<file path="config.mk">
export PLATFORM = sky130hd
export DESIGN_NAME = pipe_stage_skid
export DESIGN_NICKNAME = d
export VERILOG_FILES = /design/src/rtl/pipe_stage_skid.sv
export SDC_FILE = /design/constraint.sdc
export NUM_CORES = 1
export LEC_CHECK = 0
export BUFFER_PORTS_ARGS = -buffer_cell sky130_fd_sc_hd__buf_2
export CORE_UTILIZATION = 25
export DETAILED_ROUTE_END_ITERATION = 16
export HOLD_SLACK_MARGIN = 0.02
export PLACE_DENSITY = 0.42
export SYNTH_ARGS = -nofsm -noshare
export SYNTH_HDL_FRONTEND = slang
export SYNTH_SLANG_ARGS = --single-unit
</file>
<file path="constraint.sdc">
create_clock -name clk -period 1.8 [get_ports clk]
set_input_delay 0.54 -clock clk [delete_from_list [all_inputs] [get_ports clk]]
set_output_delay 0.54 -clock clk [all_outputs]
set_load 0.05 [all_outputs]
</file>
<file path="src/rtl/pipe_stage_skid.sv">
// Elastic pipeline-stage register with a 2-entry skid buffer and a registered in_ready.
// Carries an opaque payload plus destination register, regwrite and Tnew for the hazard unit.
module pipe_stage_skid #(
    parameter int unsigned DATA_W = 128,
    parameter int unsigned REG_W  = 5,
    parameter int unsigned TNEW_W = 2
) (
    input  logic              clk,
    input  logic              reset,
    input  logic              flush,

    input  logic              in_valid,
    output logic              in_ready,
    input  logic [DATA_W-1:0] in_data,
    input  logic [REG_W-1:0]  in_a3,
    input  logic              in_regwrite,
    input  logic [TNEW_W-1:0] in_tnew,

    output logic              out_valid,
    input  logic              out_ready,
    output logic [DATA_W-1:0] out_data,
    output logic [REG_W-1:0]  out_a3,
    output logic              out_regwrite,
    output logic [TNEW_W-1:0] out_tnew
);

    logic              main_valid_q, main_valid_d;
    logic [DATA_W-1:0] main_data_q, main_data_d;
    logic [REG_W-1:0]  main_a3_q, main_a3_d;
    logic              main_rw_q, main_rw_d;
    logic [TNEW_W-1:0] main_tnew_q, main_tnew_d;

    logic              skid_valid_q, skid_valid_d;
    logic [DATA_W-1:0] skid_data_q, skid_data_d;
    logic [REG_W-1:0]  skid_a3_q, skid_a3_d;
    logic              skid_rw_q, skid_rw_d;
    logic [TNEW_W-1:0] skid_tnew_q, skid_tnew_d;

    logic              push;
    logic              pop;
    logic [TNEW_W-1:0] cap_tnew;

    // Registered ready: depends only on skid state, never on out_ready.
    assign in_ready = ~skid_valid_q;
    assign push     = in_valid & in_ready;
    assign pop      = main_valid_q & out_ready;

    // Tnew decrements exactly once, at capture, saturating at zero.
    assign cap_tnew = (in_tnew == '0) ? '0 : in_tnew - TNEW_W'(1);

    always_comb begin
        main_valid_d = main_valid_q;
        main_data_d  = main_data_q;
        main_a3_d    = main_a3_q;
        main_rw_d    = main_rw_q;
        main_tnew_d  = main_tnew_q;
        skid_valid_d = skid_valid_q;
        skid_data_d  = skid_data_q;
        skid_a3_d    = skid_a3_q;
        skid_rw_d    = skid_rw_q;
        skid_tnew_d  = skid_tnew_q;

        if (flush) begin
            main_valid_d = 1'b0;
            skid_valid_d = 1'b0;
        end else if (!main_valid_q) begin
            if (push) begin
                main_valid_d = 1'b1;
                main_data_d  = in_data;
                main_a3_d    = in_a3;
                main_rw_d    = in_regwrite;
                main_tnew_d  = cap_tnew;
            end
        end else if (!skid_valid_q) begin
            if (push && pop) begin
                main_data_d = in_data;
                main_a3_d   = in_a3;
                main_rw_d   = in_regwrite;
                main_tnew_d = cap_tnew;
            end else if (push) begin
                skid_valid_d = 1'b1;
                skid_data_d  = in_data;
                skid_a3_d    = in_a3;
                skid_rw_d    = in_regwrite;
                skid_tnew_d  = cap_tnew;
            end else if (pop) begin
                main_valid_d = 1'b0;
            end
        end else if (pop) begin
            // Skid moves up unchanged; in_ready is low so no push can race it.
            main_data_d  = skid_data_q;
            main_a3_d    = skid_a3_q;
            main_rw_d    = skid_rw_q;
            main_tnew_d  = skid_tnew_q;
            skid_valid_d = 1'b0;
        end
    end

    always_ff @(posedge clk) begin
        if (reset) begin
            main_valid_q <= 1'b0;
            main_data_q  <= '0;
            main_a3_q    <= '0;
            main_rw_q    <= 1'b0;
            main_tnew_q  <= '0;
            skid_valid_q <= 1'b0;
            skid_data_q  <= '0;
            skid_a3_q    <= '0;
            skid_rw_q    <= 1'b0;
            skid_tnew_q  <= '0;
        end else begin
            main_valid_q <= main_valid_d;
            main_data_q  <= main_data_d;
            main_a3_q    <= main_a3_d;
            main_rw_q    <= main_rw_d;
            main_tnew_q  <= main_tnew_d;
            skid_valid_q <= skid_valid_d;
            skid_data_q  <= skid_data_d;
            skid_a3_q    <= skid_a3_d;
            skid_rw_q    <= skid_rw_d;
            skid_tnew_q  <= skid_tnew_d;
        end
    end

    // Bubbles present no destination, so they can never raise a false hazard.
    assign out_valid    = main_valid_q;
    assign out_data     = main_data_q;
    assign out_a3       = main_valid_q ? main_a3_q : '0;
    assign out_regwrite = main_valid_q & main_rw_q;
    assign out_tnew     = main_valid_q ? main_tnew_q : '0;

endmodule

</file>
=== Yosys cells after proc, flatten, opt, wreduce, memory -nomap -nowiden ===
Index checks and enable logic that the tools add are counted.

* Add/subtract/negate cells: 1
* Equality and inequality tests: 2
* Muxes and demuxes: 31
* Bitwise logic cells: 6
* Reductions and logical operators: 6

{| class="wikitable"
|+ Operator list
! kind !! count
|-
| two-way mux 128 bit || 5
|-
| two-way mux 5 bit || 6
|-
| two-way mux 2 bit || 7
|-
| two-way mux 1 bit || 13
|-
| AND reduction 5 bit || 1
|-
| AND reduction 4 bit || 1
|-
| bitwise AND 1 bit || 3
|-
| inequality test 3 x 1 -> 1 bit, second input constant || 1
|-
| inequality test 3 x 2 -> 1 bit, second input constant || 1
|-
| NOT 1 bit || 3
|-
| logical NOT 2 bit || 1
|-
| nonzero test 2 bit || 1
|-
| OR reduction 2 bit || 1
|-
| subtractor 2 x 1 -> 2 bit, second input constant || 1
|-
| logical AND 1 bit || 1
|}

* Register bits after elaboration: 274
* Input bits: 141
* Output and inout bits: 138
* Word-level logic and storage cells: 56

=== Logic depth before layout (Yosys ltp) ===
Gate-level depths: netlist of run 1.

* Depth in word-level cells: 6
* Depth in mapped cells: 8
* Mapped depth without buffers: 4

=== Worst setup path before layout of run 1 ===
Ideal clock, no wire load.

* Path type: reg-to-output
* Start: register main_valid_q (netlist: out_valid)
* End: output out_a3[0]
* Data arrival time: 1,548 ps
* Data required time: 1,260 ps
* Path slack: -288 ps
* Stages on the path, launching flop included: 4
* Buffers on the path: 2
* Path through: dfxtp_1 > clkbuf_1 > clkbuf_1 > and2_1

* Cells in the longest elaborated chain, start to end: 1

{| class="wikitable"
|+ RTL lines
! what !! line !! text
|-
| start: declaration || 27 || <nowiki>logic main_valid_q, main_valid_d;</nowiki>
|-
| start signal: assignment || 112 || <nowiki>main_valid_q <= main_valid_d;</nowiki>
|-
| two-way mux 5 bit || 128 || <nowiki>assign out_a3 = main_valid_q ? main_a3_q : '0;</nowiki>
|-
| end: declaration || 22 || <nowiki>output logic [REG_W-1:0] out_a3,</nowiki>
|}

Every way passes these cells.

=== Final worst setup path of run 1 ===
* Start: register main_valid_q (netlist: out_valid)
* End: output out_a3[3]

Same word-level chain as after synthesis.

==> qor.yml, run 1 <==
run_status:
  outcome: "complete, but fails checks"
  violations: "negative setup slack"
min_path:
  worstHoldStart: "in_data[46]"
  hold_end: "skid_data_q[46]"
  hp-class: "input port to flop"
  min_path_cells: 3
final_layout:
  area_growth_pct: 51.0
  utilization_pct: 38.6
  drive_gt1_share_pct: 34.1
  final_area_um2: 16300
  fin_nets: 1810
  final_common_cell: "nand2_1"
  mostFrequentLayoutCells: "nand2_1 (406), dfxtp_1 (272), buf_2 (238)"
critical_path:
  crit_type: "flop to output pin"
  crit_slowest_cell: "dfxtp_4"
  critPathTopFamily: "flip-flops"
  cp.arrival_ns: 1.37
  worst-path-buf-inv: 2
  start_kind: "flop"
  rr_endpoint: "out_data[67]"
  cp.required_ns: 1.26
  r2r_slack_ns: -0.10
  cp_cell_sequence: "buf_16 > and2_2 > buf_6"
  r2r-start: "out_valid"
  max_stage_delay_ns: 0.37
  worstPathMaxFanout: 9
  setup.worst_path.end_class: "output pin"
  reg2regPathDepth: 9
placement:
  io_buffers: 278
  hpwl_um: 22900
  preCtsSetupSlack_ns: -0.0937
  place_congestion: 0.718
  place_area_um2: 13100
synth:
  ys_types: 19
  synth-seq-cells: 274
  avgSynthCellArea_um2: 7.79
  seq_area_frac_synth_pct: 50.8
  synth_cells: 1386
  syn_area_um2: 10800
  synthesis.nets: 1527
  yosysWarnings: 0
drt:
  wl_um: 41600
  drc_errors: 0
  dr.pass1.iters: 5
  viasPerCell: 4.89
  ant_nets: 0
  drt_iter0_drc: 728
  vias: 10900
  routedWlPerCell_um: 18.6
timing:
  holdWs_ns: 0.234
  rsz0062_at_grt: "yes"
  fin_ws_ns: -0.115
  slew_headroom_pct: 59.5
  hold_viol_final: 0
  fin_crit_ns: 1.91
  slew_violations: 0
  fmax_mhz: 522
  tightest_slew_ns: 0.608
  fin_crit_sh_pct: 106
  setup_viol: 122
  fin_worst_skew_ns: 0.0237
die:
  die_area_um2: 44000
  die_w_um: 210
  io_pins: 279
  core_um2: 42200
  start_util_pct: 25.6
  die_h_um: 210
  fp-row-count: 75
global_route:
  grt_first_pass_wirelength_um: 58300
  antenna_found_initial: 10
  grt_pass1_vias: 9807
  overflow: 0
  grt_max_degree: 53
  groute.usage.overall_pct: 17.0
cts:
  clk_latency_ns: 0.55
  ctsHoldBuffers: 0
  clk_path_buf_depth: 3
  cts_root_buf: "clkbuf_16"
  htreeDepth: 2
  clk_pin_slew_worst_paths_ns: 0.06
  cts_tree: "built"
  cts.sinks: 274
  cts_made_buffers: 36
power_and_ir_drop:
  pwr_density_cell_nw_per_um2: 1010
  power_leakage_uw: 0.00638
  vdd_drop_max_mv: 0.595
  p_total_uw: 16500
run:
  maxCapViolations: 0
[logic make-up after synthesis]
kind of cell    share of synthesized area (%)
buf+inv                                  5.38
flops                                    50.8
compound gates                           17.6
simple gates                             26.2
[layer usage]
| metal | up-vias | global-route usage [%] | share of wire [%] |
|---|---|---|---|
| met1 | 5225 | 23.0 | 47 |
| li1 | 5353 | - | - |
| met2 | 277 | 25.7 | 44 |
| met4 | 18 | 5.79 | 1.8 |
| met3 | 62 | 5.19 | 6.5 |
| met5 | - | 0 | 0.28 |
[stage by stage]
stage | cells | TNS, ns
3_3_place_gp | 2117 | -0.492
6_report | 2234 | -4.10
5_1_grt | 2233 | -11.56
3_5_place_dp | 2117 | -5.22
2_1_floorplan | 1386 | -0.0665
4_1_cts | 2192 | -6.89
[cell usage after synthesis]
| master | number | area [µm²] |
|---|---|---|
| buf_1 | 2 | 7.51 |
| a21oi_1 | 138 | 691 |
| nor2_1 | 138 | 518 |
| nand3_1 | 139 | 696 |
| or2_1 | 1 | 6.26 |
| nand2_1 | 407 | 1530 |
| and2_1 | 8 | 50.1 |
| a2111oi_0 | 1 | 8.76 |
| buf_2 | 35 | 175 |
| nand3b_1 | 2 | 15.0 |
| a311oi_1 | 136 | 1190 |
| buf_4 | 5 | 37.5 |
| nor2b_1 | 1 | 6.26 |
| dfxtp_1 | 274 | 5490 |
| clkbuf_1 | 95 | 357 |
| inv_1 | 1 | 3.75 |
| and3_1 | 1 | 6.26 |
| a211oi_2 | 1 | 12.5 |
| nor3_1 | 1 | 5.00 |
[where the power goes]
group / switching, µW / internal, µW
sequential: 194 / 6310
combinational: 1670 / 966
clock: 2830 / 4540
total: 4690 / 11800
[worst max path at each step]
stage | depth (start not counted) | to | start | slack [ns]
2_1_floorplan | 3 | out_a3[0] | out_valid | -0.009
3_3_place_gp | 7 | out_data[58] | out_ready | -0.04
3_5_place_dp | 7 | out_data[64] | out_ready | -0.09
4_1_cts | 3 | out_a3[3] | out_valid | -0.15
5_1_grt | 3 | out_a3[3] | out_valid | -0.16
6_report | 3 | out_a3[3] | out_valid | -0.11
[flip-flops by register name, indices dropped and copies added (netlist names)]
signal,cells
main_tnew_q,2
skid_data_q,128
main_rw_q,1
skid_tnew_q,2
out_valid,1
skid_valid_q,1
skid_a3_q,5
skid_rw_q,1
out_data,128
main_a3_q,5
[timing repair]
action | 4_1_cts | 5_1_grt
buffers inserted | 8 | 17
pin swaps | 11 | 86
gates resized for setup | 43 | 261
setup endpoints to repair | 13 | 146
gates cloned | 4 | 24
[final cells by class]
cell class                      instances  area [µm²]
Multi-Input combinational cell        974        5600
Antenna cell                            1        2.50
Fill cell                            4407       25900
Sequential cell                       274        5490
Clock inverter                         10         143
Timing Repair Buffer                  382        3320
Inverter                                1        6.26
Tap cell                              539         674
Clock buffer                           53        1070
[worst reg2reg max path, delay by kind of cell (launching register included)]
kind	cells	cell delay, ns
compound gates	2	0.31
simple gates	1	0.25
buf+inv	6	0.85
flops	1	0.37
Note: power is estimated with default switching activity, not from simulation.
==> run 2, diff against run 1 <==
- CORE_MARGIN: default -> 10
- clock period: 1.8 -> 2.24 ns (I/O delays scaled with it)
==> run 2 against run 1 <==
The flow now finishes without violations; flip-flop and latch count unchanged; non-clock buffer count down 59; register-to-register slack gained 0.31 ns; first-iteration DRC count up 5.8%; total power down 24%; cell count fell by 0.90%; clock skew decreased by 0.012 ns; combinational power shrank 38%; critical path type unchanged.
==> qor.yml, run 2 (same netlist as run 1, synthesis figures left out) <==
power_and_ir_drop:
  vdd_drop_max_mv: 0.417
  p_total_uw: 12500
  pwr_density_cell_nw_per_um2: 885
  power_leakage_uw: 0.00558
drt:
  drc_errors: 0
  viasPerCell: 4.71
  routedWlPerCell_um: 17.6
  wl_um: 38900
  vias: 10400
  dr.pass1.iters: 5
  ant_nets: 0
  drt_iter0_drc: 770
final_layout:
  final_common_cell: "nand2_1"
  mostFrequentLayoutCells: "nand2_1 (406), buf_2 (275), dfxtp_1 (272)"
  antenna_cells: 0
  fin_nets: 1749
  drive_gt1_share_pct: 23.1
  area_growth_pct: 30.9
  fill_cells: 4615
die:
  die_area_um2: 51900
  die_h_um: 228
  start_util_pct: 25.2
  die_w_um: 228
  core_um2: 42900
  io_pins: 279
  fp-row-count: 76
placement:
  place_congestion: 0.725
  hpwl_um: 24400
  io_buffers: 278
timing:
  hold_viol_final: 0
  fin_worst_skew_ns: 0.0120
  setup_viol: 0
  fin_crit_ns: 2.17
  tightest_slew_ns: 0.595
  finalSetupTns_ns: 0
  fmax_mhz: 461
  fin_crit_sh_pct: 96.8
  rsz0062_at_grt: "no"
  slew_violations: 0
  slew_headroom_pct: 60.3
global_route:
  grt_max_degree: 97
  met1_usage_pct: 19.8
  use_met2_pct: 21.8
  antenna_found_initial: 7
  grtUsageMet3_pct: 4.57
  groute.usage.overall_pct: 14.5
  grt_first_pass_wirelength_um: 61500
  grt_pass1_vias: 10100
  busiest_layer: "met2"
  overflow: 0
critical_path:
  worst-path-buf-inv: 3
  crit_slowest_cell: "dfxtp_4"
  start_kind: "flop"
  critPathTopFamily: "buffers and inverters"
  cp_cell_sequence: "buf_8 > inv_1 > buf_2"
  crit_type: "flop to output pin"
  cp.depth: 3
  max_stage_delay_ns: 0.37
  reg2regPathDepth: 6
  setup.worst_path.end_class: "output pin"
  cp.arrival_ns: 1.50
  worstPathMaxFanout: 26
  cp.required_ns: 1.57
run:
  maxCapViolations: 0
cts:
  htreeDepth: 2
  clk_pin_slew_worst_paths_ns: 0.06
  cts.sinks: 274
  cts_root_buf: "clkbuf_16"
  clk_latency_ns: 0.53
  cts_made_buffers: 34
  cts_tree: "built"
  clk_path_buf_depth: 3
  ctsHoldBuffers: 0
run_status:
  outcome: "finished, final reports clean"
min_path:
  min_path_cells: 2
  hp-class: "input port to flop"
run 2: cell count changes in the layout (fill, tap and decap cells not counted), moves of 18 or more:
cell / delta
clkbuf_4: -20
nor2_4: -65
buf_2: +37
buf_6: -18
a311oi_1: +46
a311oi_2: -46
nor2_1: +79
run 2: final cells by class:
cell class | count | area (µm²) | area share, %
Clock buffer | 55 | 1090 | 7.74
Inverter | 1 | 3.75 | 0.0265
Tap cell | 585 | 732 | 5.18
Timing Repair Buffer | 323 | 1990 | 14.1
Sequential cell | 274 | 5490 | 38.8
Multi-Input combinational cell | 974 | 4770 | 33.7
Clock inverter | 2 | 60.1 | 0.425
run 2: metal layers:
| metal | part of all wire (%) | wire (µm) |
|---|---|---|
| met1 | 48 | 18500 |
| met2 | 44 | 17100 |
| met4 | 1.7 | 659 |
| met3 | 6.4 | 2490 |
| met5 | 0.24 | 93 |
run 2: what timing repair did:
item	CTS	global route
setup buffers	2	0
endpoints found under the hold margin	0	0
gates resized for setup	4	0
setup endpoints to repair	9	0
run 2: report_power, final:
group,internal [µW],leakage [µW],total (µW),switching (µW)
clock network,3550,0.000565,5710,2150
logic,447,0.00278,1630,1180
registers,5070,0.00223,5190,116
total,9070,0.00558,12500,3440
run 2: path summary, 6_finish.rpt:
path                                  startpoint                to  slack (ns)
worst min-delay path                   out_ready      skid_valid_q        0.38
worst max-delay path                skid_valid_q          in_ready        0.07
worst max register to register         out_valid      out_data[66]        0.21
worst min register to register  skid_data_q[113]  skid_data_q[113]        0.45
run 2: per-stage QoR:
| step | std cells | util [%] | hold WS, ns | worst slack, ns | area, µm² |
|---|---|---|---|---|---|
| after floorplan | 1386 | - | 0.437 | 0.0195 | 10800 |
| after global placement | 2155 | 30.2 | 0.441 | 0.195 | 13000 |
| after detailed placement | 2155 | 30.2 | 0.446 | 0.165 | 13000 |
| after CTS | 2214 | 33.0 | 0.345 | 0.0248 | 14100 |
| after global routing | 2214 | 33.0 | 0.364 | 0.00728 | 14100 |
| final | 2214 | 33.0 | 0.382 | 0.0718 | 14100 |
